## src/rtl/rgb_pwm.sv

```systemverilog
// rgb_pwm: memory-mapped RGB LED PWM controller with shadowed duties, prescaler and breathe fade
module rgb_pwm #(
    parameter logic [7:0] PSC_RESET  = 8'h00,
    parameter int         LEVEL_STEP = 1
) (
    input  logic       clk,
    input  logic       reset,
    input  logic       cs,
    input  logic       we,
    input  logic [2:0] addr,
    input  logic [7:0] din,
    output logic [7:0] dout,
    output logic       pwm_r,
    output logic       pwm_g,
    output logic       pwm_b
);
    localparam logic [8:0] STEP = 9'(LEVEL_STEP);

    logic [2:0][7:0] shd_q, shd_d, act_q, act_d;
    logic [1:0]      ctrl_q, ctrl_d;
    logic [7:0]      psc_q, psc_d, pre_q, pre_d, cnt_q, cnt_d;
    logic [7:0]      lvl_q, lvl_d, dout_q, dout_d, rdata;
    logic            dir_q, dir_d, pend_q, pend_d;
    logic [2:0]      pwm_q, pwm_d;
    logic            en, br, tick, wrap, duty_wr, ctrl_wr, br_rise, up_sat, dn_sat;
    logic [8:0]      up_sum;

    // Scaled duty: a*(l+1)>>8 so that level 255 passes the duty through unchanged
    function automatic logic [7:0] eff(input logic [7:0] a, input logic [7:0] l);
        logic [15:0] p;
        p = 16'(a) * 16'(l) + 16'(a);
        return 8'(p >> 8);
    endfunction

    assign en      = ctrl_q[0];
    assign br      = ctrl_q[1];
    assign tick    = en && (pre_q >= psc_q);
    assign wrap    = tick && (cnt_q == 8'hFF);
    assign duty_wr = cs && we && (addr <= 3'd2);
    assign ctrl_wr = cs && we && (addr == 3'd3);
    assign br_rise = ctrl_wr && din[1] && !br;
    assign up_sum  = {1'b0, lvl_q} + STEP;
    assign up_sat  = up_sum >= 9'd255;
    assign dn_sat  = {1'b0, lvl_q} <= STEP;

    // Register file, prescaler, PWM counter and shadow-to-active transfer
    always_comb begin
        shd_d = shd_q;
        if (duty_wr) shd_d[addr[1:0]] = din;
        ctrl_d = ctrl_wr ? din[1:0] : ctrl_q;
        psc_d  = (cs && we && addr == 3'd4) ? din : psc_q;
        pre_d  = (!en || tick) ? 8'd0 : pre_q + 8'd1;
        cnt_d  = !en ? 8'd0 : cnt_q + {7'd0, tick};
        act_d  = (!en || (wrap && pend_q)) ? shd_q : act_q;
        pend_d = duty_wr ? 1'b1 : (!en || wrap) ? 1'b0 : pend_q;
        pwm_d  = {en && (cnt_q < eff(act_q[2], lvl_q)),
                  en && (cnt_q < eff(act_q[1], lvl_q)),
                  en && (cnt_q < eff(act_q[0], lvl_q))};
    end

    // Read mux; dout only updates on a read strobe
    always_comb begin
        case (addr)
            3'd0, 3'd1, 3'd2: rdata = shd_q[addr[1:0]];
            3'd3:             rdata = {6'd0, ctrl_q};
            3'd4:             rdata = psc_q;
            3'd5:             rdata = {6'd0, dir_q, pend_q};
            3'd6:             rdata = lvl_q;
            default:          rdata = 8'd0;
        endcase
        dout_d = (cs && !we) ? rdata : dout_q;
    end

    // Breathe next state: restart from dark on enable, otherwise step per wrap with saturation
    always_comb begin
        lvl_d = lvl_q;
        dir_d = dir_q;
        if (br_rise) begin
            lvl_d = 8'd0;
            dir_d = 1'b0;
        end else if (!br) begin
            lvl_d = 8'hFF;
            dir_d = 1'b0;
        end else if (wrap && !dir_q) begin
            lvl_d = up_sat ? 8'hFF : up_sum[7:0];
            dir_d = up_sat;
        end else if (wrap) begin
            lvl_d = dn_sat ? 8'h00 : lvl_q - STEP[7:0];
            dir_d = !dn_sat;
        end
    end

    // Breathe state register
    always_ff @(posedge clk or negedge reset) begin
        if (!reset) begin
            lvl_q <= 8'hFF;
            dir_q <= 1'b0;
        end else begin
            lvl_q <= lvl_d;
            dir_q <= dir_d;
        end
    end

    // Datapath and output registers
    always_ff @(posedge clk or negedge reset) begin
        if (!reset) begin
            shd_q  <= '0;
            act_q  <= '0;
            ctrl_q <= 2'd0;
            psc_q  <= PSC_RESET;
            pre_q  <= 8'd0;
            cnt_q  <= 8'd0;
            pend_q <= 1'b0;
            dout_q <= 8'd0;
            pwm_q  <= 3'd0;
        end else begin
            shd_q  <= shd_d;
            act_q  <= act_d;
            ctrl_q <= ctrl_d;
            psc_q  <= psc_d;
            pre_q  <= pre_d;
            cnt_q  <= cnt_d;
            pend_q <= pend_d;
            dout_q <= dout_d;
            pwm_q  <= pwm_d;
        end
    end

    assign dout  = dout_q;
    assign pwm_r = pwm_q[0];
    assign pwm_g = pwm_q[1];
    assign pwm_b = pwm_q[2];
endmodule
```

## config.mk

```make
export PLATFORM = sky130hd
export DESIGN_NAME = rgb_pwm
export DESIGN_NICKNAME = d
export VERILOG_FILES = /design/src/rtl/rgb_pwm.sv
export SDC_FILE = /design/constraint.sdc
export NUM_CORES = 1
export LEC_CHECK = 0
export ABC_AREA = 1
export CAP_MARGIN = 20
export CORE_ASPECT_RATIO = 2
export CORE_MARGIN = 2
export CORE_UTILIZATION = 64
export CTS_CLUSTER_SIZE = 40
export DETAILED_ROUTE_END_ITERATION = 8
export GPL_TIMING_DRIVEN = 0
export PLACE_DENSITY = 0.8
export SYNTH_ARGS = -nofsm -noshare
export SYNTH_HDL_FRONTEND = slang
export SYNTH_SLANG_ARGS = --single-unit
```

## constraint.sdc

```tcl
create_clock -name clk -period 6.3 [get_ports clk]
set_input_delay 0.945 -clock clk [delete_from_list [all_inputs] [get_ports clk]]
set_output_delay 0.945 -clock clk [all_outputs]
set_load 0.05 [all_outputs]
```

## After elaboration in Yosys (flattened, before gate mapping)

Index checks and enable logic that the tools add are counted.

| cells by class | value |
|---|---|
| reductions and logical operators | 26 |
| divide/modulo/power cells | 0 |
| multipliers | 3 |
| eq/ne operators | 8 |
| $add $sub $neg | 7 |
| $lt $le $gt $ge | 9 |
| shift-type cells | 0 |
| muxes and demuxes | 20 |
| bitwise operators | 0 |

Operators with widths:

| kind | number |
|---|---|
| 8-bit 2-to-1 mux | 10 |
| 16-bit by 8-bit adder with 16-bit output | 3 |
| 8-bit by 8-bit multiplier with 16-bit output | 3 |
| 8-bit case mux with 5 select lines | 1 |
| 24-bit bitwise mux | 1 |
| 8-bit < comparator | 3 |
| 8-bit binary-select mux with 2-bit select | 1 |
| 8-bit demux with 2-bit select | 1 |
| 1-bit logical AND | 15 |
| 8-bit by 1-bit adder with 9-bit output, second input constant | 1 |
| 3-bit == test, second input constant | 3 |
| 9-bit by 8-bit >= comparator with 1-bit output, second input constant | 1 |
| 8-bit by 1-bit adder with 8-bit output | 1 |
| 8-bit by 1-bit adder with 8-bit output, second input constant | 1 |
| 8-bit == test, second input constant | 1 |
| 8-bit >= comparator | 1 |
| 8-bit by 1-bit less-or-equal comparator with 1-bit output, second input constant | 1 |
| 8-bit by 1-bit subtractor with 8-bit output, second input constant | 1 |
| 3-bit by 2-bit == test with 1-bit output, second input constant | 2 |
| 1-bit 2-to-1 mux | 6 |
| 1-bit zero test | 5 |
| 4-bit by 1-bit != test with 1-bit output, second input constant | 1 |
| 3-bit by 1-bit == test with 1-bit output, second input constant | 1 |
| 3-bit by 2-bit less-or-equal comparator with 1-bit output, second input constant | 1 |
| 6 further kinds | 8 |

| word-level totals | value |
|---|---|
| memories | 0 |
| bits in read-only memories | 0 |
| bits in latches | 0 |
| word-level logic and storage cells | 88 |
| bits of input ports | 15 |
| bits in registers | 95 |
| bits in writable memories | 0 |

## Longest topological paths before layout

Gate-level depths: netlist (run 1).

| depth | value |
|---|---|
| depth in word-level cells | 7 |
| depth in mapped cells | 31 |

## Worst setup path before layout (run 1)

OpenSTA, ideal clock, no wires.

| path | value |
|---|---|
| kind | register to register |
| start | register lvl_q[7] |
| end | register pwm_q[1] |
| arrival | 5090 ps |
| buffers on the path | 2 |
| path slack | 1086 ps |
| setup time | 124 ps |
| cell stages (with the launch flop) | 26 |
| path through | dfstp_2 clkbuf_1 buf_1 nand2_1 fa_1 fa_1 inv_1 fa_1 inv_1 fa_1 inv_1 ha_1 a21o_1 nor2_1 nand2_1 nand2_1 nand2_2 nand2_1 nand2_1 nand2_1 nand2_1 xor2_1 ha_1 nand2_1 o211ai_1 a21oi_1 |

| on the way | value |
|---|---|
| cells in the longest elaborated chain, start to end | 4 |

RTL lines:

| element | line | RTL |
|---|---|---|
| start: declaration | 22 | `logic [7:0] lvl_q, lvl_d, dout_q, dout_d, rdata;` |
| start signal: assignment | 99 | `lvl_q <= lvl_d;` |
| 8-bit by 8-bit multiplier with 16-bit output | 31 | `p = 16'(a) * 16'(l) + 16'(a);` |
| 16-bit by 8-bit adder with 16-bit output | 31 |  |
| 8-bit < comparator | 57 | `en && (cnt_q < eff(act_q[1], lvl_q)),` |
| 1-bit logical AND | 57 |  |
| via pwm_d[1] | 24 | `logic [2:0] pwm_q, pwm_d;` |
| end signal: assignment | 125 | `pwm_q <= pwm_d;` |
| end: declaration | 24 |  |

The timed path passes the listed nets, and every way through them passes these cells.
A chain may end at the register's enable or synchronous reset.

## Worst setup path in the final report (run 1)

| path | value |
|---|---|
| start | register lvl_q[2] |
| end | register pwm_q[1] |

Same word-level chain as after synthesis.

==> results of run 1 <==
-- cell families (layout without fill, tap and decap cells) --
group / after synthesis / count (layout) / share of synthesized area
compound gates: 148 / 148 / 0.0665
xor+xnor: 28 / 28 / 0.0205
fa+ha+maj: 261 / 261 / 0.354
buf+inv: 459 / 498 / 0.147
flops: 95 / 95 / 0.199
simple gates: 623 / 623 / 0.212
-- placed cells by master, fill, tap and decap left out, drive strengths merged --
cell           netlist  final
clkinv               3      6
nor3b                2      2
xnor2               16     16
o2111ai              1      1
a31oi                2      2
nand4                5      5
a31o                 1      1
clkbuf              32     40
nor3                 8      8
nand3               54     54
a21o                 6      6
o211ai               2      2
and3                 1      1
clkinvlp             0      1
ha                 132    132
xor2                12     12
o21bai               1      1
buf                 27     27
bufinv               0      1
dfrtp               87     87
inv                397    399
fa                 129    129
nor4                 1      1
a21oi               45     45
o21ai               79     79
dfstp                8      8
o32ai                1      1
o21a                 1      1
or2                  1      1
o22ai                5      5
clkdlybuf4s50        0     24
nor2                61     61
nand2              484    484
a211oi               4      4
nand3b               6      6
-- worst max path at each step --
stage / from / endpoint / depth (start not counted)
floorplan: lvl_q[7]$_DFFE_PN1P_ / pwm_q[1]$_DFF_PN0_ / 25
global placement: lvl_q[7]$_DFFE_PN1P_ / pwm_q[1]$_DFF_PN0_ / 25
detailed placement: lvl_q[7]$_DFFE_PN1P_ / pwm_q[1]$_DFF_PN0_ / 25
CTS: lvl_q[7]$_DFFE_PN1P_ / pwm_q[1]$_DFF_PN0_ / 26
global route: lvl_q[3]$_DFFE_PN1P_ / pwm_q[1]$_DFF_PN0_ / 26
finish: lvl_q[2]$_DFFE_PN1P_ / pwm_q[1]$_DFF_PN0_ / 25
-- metal layers --
layer  track usage  up-vias  part of all wire
met5             0        -                 0
met4         0.228        0             0.076
met3        0.0386      145             0.037
met2         0.632      339              0.56
met1         0.330     4860              0.33
li1              -     4871                 -
-- final cells by class --
class | instances | area [µm²] | area share
buffer | 56 | 253 | 0.0197
clock buffer | 9 | 225 | 0.0176
clock inverter | 7 | 91.3 | 0.00712
inverter | 400 | 1500 | 0.117
multi-input combinational | 1060 | 7820 | 0.610
sequential | 95 | 2390 | 0.186
tap | 216 | 270 | 0.0211
timing repair buffer | 26 | 275 | 0.0215
-- worst max-delay path, stage by stage (launching register included) --
cell and delay [ns]:
sky130_fd_sc_hd__dfstp_2 0.57, sky130_fd_sc_hd__buf_2 0.24, sky130_fd_sc_hd__buf_1 0.58, sky130_fd_sc_hd__nand2_1 0.14, sky130_fd_sc_hd__fa_1 0.48, sky130_fd_sc_hd__fa_1 0.49
sky130_fd_sc_hd__inv_1 0.06, sky130_fd_sc_hd__fa_1 0.54, sky130_fd_sc_hd__inv_1 0.07, sky130_fd_sc_hd__fa_1 0.53, sky130_fd_sc_hd__inv_1 0.04, sky130_fd_sc_hd__ha_1 0.29
sky130_fd_sc_hd__a21o_1 0.18, sky130_fd_sc_hd__nor2_1 0.16, sky130_fd_sc_hd__nand2_1 0.08, sky130_fd_sc_hd__nand2_1 0.10, sky130_fd_sc_hd__nand2_2 0.11, sky130_fd_sc_hd__nand2_1 0.09
sky130_fd_sc_hd__nand2_1 0.08, sky130_fd_sc_hd__nand2_1 0.09, sky130_fd_sc_hd__nand2_1 0.07, sky130_fd_sc_hd__xor2_1 0.14, sky130_fd_sc_hd__ha_1 0.29, sky130_fd_sc_hd__nand2_1 0.09
sky130_fd_sc_hd__o211ai_1 0.10, sky130_fd_sc_hd__a21oi_1 0.22
-- per-stage QoR --
stage | hold WS (ns) | cell area, µm² | instances | util | worst slack, ns
2_1_floorplan | 0.453 | 12000 | 1614 | - | 1.09
3_3_place_gp | 0.469 | 12500 | 1855 | 0.682 | 0.0621
3_5_place_dp | 0.468 | 12500 | 1856 | 0.684 | 0.0371
4_1_cts | 0.489 | 12800 | 1872 | 0.701 | 0.225
5_1_grt | 0.513 | 12800 | 1869 | 0.700 | 0.104
6_report | 0.485 | 12800 | 1869 | 0.700 | 0.368
-- repair_timing --
item | 4_1_cts | 5_1_grt
hold buffers | 0 | 0
endpoints found under the setup margin | 1 | 3
pin swaps | 0 | 0
gates resized for setup | 1 | 0
-- synth_stat cells, drive strengths merged, types with 4 or more instances --
cell type	count	area share
nand3	54	0.025
nor3	8	0.0047
inv	397	0.12
dfstp	8	0.018
xor2	12	0.0088
o21ai	79	0.033
dfrtp	87	0.18
nor2	61	0.020
buf	27	0.012
fa	129	0.22
clkbuf	32	0.010
ha	132	0.14
nand2	484	0.15
nand4	5	0.0039
o22ai	5	0.0026
a21o	6	0.0038
xnor2	16	0.012
a21oi	45	0.019
a211oi	4	0.0025
nand3b	6	0.0038
-- sequential cells by signal, summed over array words and instances (netlist names) --
register  cells
dir_q         1
pend_q        1
shd_q        24
ctrl_q        2
cnt_q         8
act_q        24
dout          8
pwm_q         3
pre_q         8
lvl_q         8
psc_q         8
==> results by stage, run 1 <==
Run status:
- The run finished with clean final reports.

STA:
- The count of final max-slew check failures is 0.
- The worst pin sits at a relative slew slack of 0.518.
- Setup repair after global routing left no endpoint under its margin.
- The actual slew at the worst max-slew pin is 0.722 ns.
- The maximum achievable frequency is 0.169 GHz.
- The setup clock skew after layout is 0.00645 ns.
- Setup violations remaining at the end of the flow were counted as 0.
- The number of hold violations in the final report came to 0.
- The time the final worst path needs with I/O delays and setup is 5.93 ns.
- The final period utilization is 0.942.
- After routing, the total negative slack on setup checks comes to 0 ns.

Logic synthesis:
- The net count of the mapped netlist is 1,890.
- The number of unique standard cell types used by synthesis is 45.
- The fraction of the yosys area taken by sequential cells is 0.199.
- The average instance in the mapped netlist occupies 7.42 µm².
- The async set or reset register ratio after synthesis is 1.00.
- In this run, synthesis inferred 0 flip-flops with an integrated enable.
- The top flip-flop cell by instance count after synthesis is sky130_fd_sc_hd__dfrtp_1.
- The cell area that synthesis handed to floorplanning was 0.0120 mm².
- The number of synthesized register bits is 95.
- The number of cells produced by synthesis is 1,614.
- During synthesis, Yosys emitted a total of 0 warnings.

Worst hold path:
- Along the worst hold path, the cell count comes to 1.
- The path class of the lowest-slack min-delay path is reg -> reg.
- The launch instance of the worst min-delay path is dout[0]$_DFFE_PN0P_.
- The path with the worst hold slack has its endpoint at dout[0]$_DFFE_PN0P_.

Critical path:
- In this run the critical register-to-register path is captured at pwm_q[1]$_DFF_PN0_.
- The critical path is of the reg -> reg type.
- STA puts the critical path data required time at 6.56 ns.
- The worst register-to-register path has a setup slack of 0.37 ns.
- STA classifies the critical path endpoint as a flop.
- Of all nets on the critical path, the largest fanout is 10.
- The start of the worst register-to-register path is lvl_q[2]$_DFFE_PN1P_.
- The worst register-to-register path has a depth of 25.
- The worst setup path is launched from a flop.
- The data arrival at the endpoint of the critical path is 6.20 ns.

Finish:
- After filler insertion, the fill cell instance count of the layout stands at 1,529.
- The number of diodes is 0.
- In the final layout, the share of cells above drive strength 1 is 0.0357.
- The layout overhead on the synthesized area is 7.12%.
- The net count of the finished layout is 1,924.

Flow run:
- Across the run, the number of max-cap violations was 0.

Drt:
- For this run, design rule violations remaining after detail routing come to 0.
- Using the TritonRoute via totals, the vias-per-cell ratio works out to 5.47.
- The number of detailed-routing iterations run before antenna repair is 5.
- The number of antenna-violating nets in the routed design is 0.
- The number of DRC markers after the initial detailed-route iteration is 420.
- Dividing the detail-routed wire length by the instance count gives 16.3 µm.
- The wire length reported by the detailed router is 30,500 µm.
- The number of vias after detailed routing is 10,215.

Floorplan:
- The standard-cell row count is 70.
- The initial cell density of the core is 0.654.
- The count of boundary I/O pins is 26.
- The floorplan step set the die width to 101 µm.
- The area of the core is 0.0183 mm².
- The floorplan die height is 197 µm.
- The die covers 0.0199 mm².

Placement:
- The post-DP HPWL is 25,500 µm.
- The count of buffers inserted at the top-level ports is 25.
- The placer congestion estimate is 0.957.

Clocking:
- TritonCTS built the clock tree.
- The clock insertion delay at the later pin of the skew report is 0.36 ns.
- The number of buffers created by CTS is 9.
- CTS saw 95 sinks.
- Clock-pin slew was measured on the worst setup and hold paths at 0.08 ns.
- Clock tree synthesis selected as its root buffer the cell sky130_fd_sc_hd__clkbuf_16.
- The number of buffers inserted to repair setup after CTS is 0.
- The number of H-tree branching levels is 3.
- The number of buffers on the longest clock path is 2.

Global route:
- Entering global routing, the biggest net connects 72 pins.
- The number of antenna violations at the first check in global routing was 0.
- Across every metal layer, demand over resource in global routing totals 0.336.
- The first global-routing pass estimated 51,100 µm of wire.
- The total overflow reported by the global router is 0.
- The via count of the first global-routing pass is 10,734.
Power of run 1 is not shown: default switching activity piles up to over one toggle a cycle in this logic, so the estimate is an artifact.
==> inputs of run 2 (changes only) <==
Settings changed: CORE_MARGIN 2 to not set, SLEW_MARGIN set to 20.
==> results by stage, run 2 (same netlist as run 1, synthesis figures left out) <==
Finish:
- The number of diodes is 0 (unchanged).
- The count of fill cells added during filler insertion is 1,511 (was 1,529).
- The share of post-route cells with drive strength above 1 is 0.0363 (was 0.0357).
- The final-stage net count is 1,923 (was 1,924).
- The layout overhead on the synthesized area is 6.96% (was 7.12%).
- Registers with the most flip-flops: act_q (24), shd_q (24) (unchanged).
- The commonest non-fill, non-tap cell in the layout is sky130_fd_sc_hd__nand2_1 (unchanged).
- Most used cells in the layout excluding fill and tap cells: 481 x sky130_fd_sc_hd__nand2_1, 394 x sky130_fd_sc_hd__inv_1, 132 x sky130_fd_sc_hd__ha_1, 129 x sky130_fd_sc_hd__fa_1, 87 x sky130_fd_sc_hd__dfrtp_1 (unchanged).
- The final standard cell utilization of the core is 0.699 (was 0.700).

Critical path:
- The data arrival at the endpoint of the critical path is 6.14 ns (was 6.20 ns).
- The category of cells accounting for the largest share of critical-path delay is adder cells (unchanged).
- The required time reported for the critical path endpoint is 6.54 ns (was 6.56 ns).
- The slack of the worst reg-to-reg path is 0.41 ns (was 0.37 ns).
- The slowest cell on the critical path is sky130_fd_sc_hd__dfstp_2 (was sky130_fd_sc_hd__buf_1).
- The most used cell along the critical path was sky130_fd_sc_hd__nand2_1 (unchanged).
- The delay contributed by the slowest stage of the critical path came to 0.55 ns (was 0.58 ns).
- The sum of buffers and inverters on the critical path is 5 (unchanged).
- The critical setup path kind is reg -> reg (unchanged).
- The largest fanout on the critical path is 10 (unchanged).
- The critical path endpoint category is a flop (unchanged).
- The startpoint class of the critical path is a flop (unchanged).
- The depth of the worst register-to-register path is 26 (was 25).
- The start of the worst register-to-register path is lvl_q[3]$_DFFE_PN1P_ (was lvl_q[2]$_DFFE_PN1P_).
- The worst reg2reg path endpoint is pwm_q[1]$_DFF_PN0_ (unchanged).

Clocking:
- The buffer cell driving the clock tree root is sky130_fd_sc_hd__clkbuf_16 (unchanged).
- The number of buffers inserted to repair setup after CTS was 0 (unchanged).
- The count of clock tree sinks is 95 (unchanged).
- The number of buffers created by CTS came to 9 (unchanged).
- The clock transition at the registers of the reported paths is 0.08 ns (about the same).
- The clock insertion delay at the later pin of the skew report was 0.37 ns (was 0.36 ns).
- The TritonCTS clock tree is done (unchanged).
- The number of H-tree branching levels is 3 (unchanged).
- The number of buffers on the longest clock path is 2 (unchanged).
- The count of hold-fix buffers inserted at cts is 0 (unchanged).

STA:
- The minimum setup slack in the final design is 0.407 ns (was 0.368 ns).
- The setup clock skew after layout is 0.0114 ns (was 0.00645 ns).
- The time the final worst path needs with I/O delays and setup is 5.89 ns (was 5.93 ns).
- The count of final max-slew check failures is 0 (unchanged).
- The actual slew at the worst max-slew pin is 0.762 ns (was 0.722 ns).
- The maximum achievable frequency is 0.170 GHz (was 0.169 GHz).
- Unrepaired setup endpoints after global routing: false (unchanged).
- The number of hold violations in the final report is 0 (unchanged).
- The headroom to the max-slew limit is 0.492 (was 0.518).
- The final period utilization was 0.935 (was 0.942).
- The setup total negative slack came to 0 ns (unchanged).
- The number of endpoints failing setup at the final stage is 0 (unchanged).

Global route:
- The first-pass GRT wire length is 50,300 µm (was 51,100 µm).
- The number of antenna violations at the first check in global routing was 0 (unchanged).
- The total overflow reported by the global router is 0 (unchanged).
- The pin count of the biggest net entering global routing was 77 (was 72).
- The aggregate global-route resource usage came to 0.342 (was 0.336).
- The via count of the first global-routing pass is 10,870 (was 10,734).

Floorplan:
- The area of the core was 0.0183 mm² (unchanged).
- The area of the die was 0.0193 mm² (was 0.0199 mm²).
- The floorplan die height is 195 µm (was 197 µm).
- The count of boundary I/O pins is 26 (unchanged).
- The standard-cell row count is 70 (unchanged).
- The initial cell density of the core is 0.654 (unchanged).
- The width of the chip was 98.7 µm (was 101 µm).

Drt:
- The count of unresolved DRC violations after routing is 0 (unchanged).
- The number of detailed-routing iterations run before antenna repair is 5 (unchanged).
- The number of vias after detailed routing is 10,085 (was 10,215).
- The wire length reported by the detailed router came to 30,100 µm (was 30,500 µm).
- The via count normalized by instance count is 5.40 (was 5.47).
- The number of antenna-violating nets in the routed design is 0 (unchanged).
- The number of DRC markers after the initial detailed-route iteration is 381 (was 420).
- The average wire per cell in the routed design is 16.1 µm (was 16.3 µm).

Placement:
- The count of buffers inserted at the top-level ports is 25 (unchanged).
- The worst setup slack after placement is 0.0183 ns (was 0.0371 ns).
- The placer congestion estimate came to 0.989 (was 0.957).
- The post-DP HPWL was 25,400 µm (was 25,500 µm).

Flow run:
- The number of maximum-capacitance violations came to 0 (unchanged).

Run status:
- Result of the run: complete, no violations (unchanged).

Worst hold path:
- The path class of the lowest-slack min-delay path is in -> async (was reg -> reg).
run 2: cell count changes in the layout (fill, tap and decap cells not counted), sizes merged:
cell	change
buf	-1
bufinv	-1
clkinvlp	-1
inv	+2
run 2: cell type report:
type	count	area [µm²]	share of cell area
buffer	55	250	0.0195
clock buffer	9	225	0.0176
clock inverter	7	71.3	0.00557
inverter	400	1500	0.117
multi-input combinational	1060	7820	0.611
sequential	95	2390	0.186
tap	216	270	0.0211
timing repair buffer	26	279	0.0218
run 2: worst max-delay path by stage:
stage / from / end / slack [ns] / cells after the start
2_1_floorplan: lvl_q[7]$_DFFE_PN1P_ / pwm_q[1]$_DFF_PN0_ / 1.09 / 25
3_3_place_gp: lvl_q[7]$_DFFE_PN1P_ / pwm_q[1]$_DFF_PN0_ / 0.06 / 25
3_5_place_dp: lvl_q[7]$_DFFE_PN1P_ / pwm_q[1]$_DFF_PN0_ / 0.02 / 26
4_1_cts: lvl_q[7]$_DFFE_PN1P_ / pwm_q[1]$_DFF_PN0_ / 0.21 / 26
5_1_grt: lvl_q[1]$_DFFE_PN1P_ / pwm_q[0]$_DFF_PN0_ / 0.03 / 28
6_report: lvl_q[3]$_DFFE_PN1P_ / pwm_q[1]$_DFF_PN0_ / 0.41 / 26
run 2: timing repair:
action,in CTS,in global routing
resized for setup,1,2
gates cloned,0,0
pin swaps,0,0
setup endpoints to repair,1,3
run 2: routing by layer:
metal / track usage / wire length, µm / up-vias
met5: 0 / 0 / -
met1: 0.321 / 10100 / 4803
met4: 0.271 / 2260 / 0
li1: - / - / 4864
met3: 0.0354 / 899 / 139
met2: 0.656 / 16900 / 279
run 2: metrics by stage:
stage	cell area, µm²	std cells	hold slack (ns)
global route	12800	1868	0.427
detailed placement	12500	1856	0.471
global placement	12500	1855	0.470
finish	12800	1868	0.413
floorplan	12000	1614	0.453
CTS	12800	1872	0.416
run 2: worst register-to-register path: cells and delay by family, from the launching register on:
| kind | cells | cell delay [ns] |
|---|---|---|
| flip-flops | 1 | 0.55 |
| AO/OA/AOI/OAI | 5 | 0.83 |
| buffers and inverters | 5 | 0.89 |
| adder cells (fa/ha/maj) | 6 | 2.66 |
| AND/OR/NAND/NOR | 10 | 0.84 |
Power of run 2 is left out for the same reason.
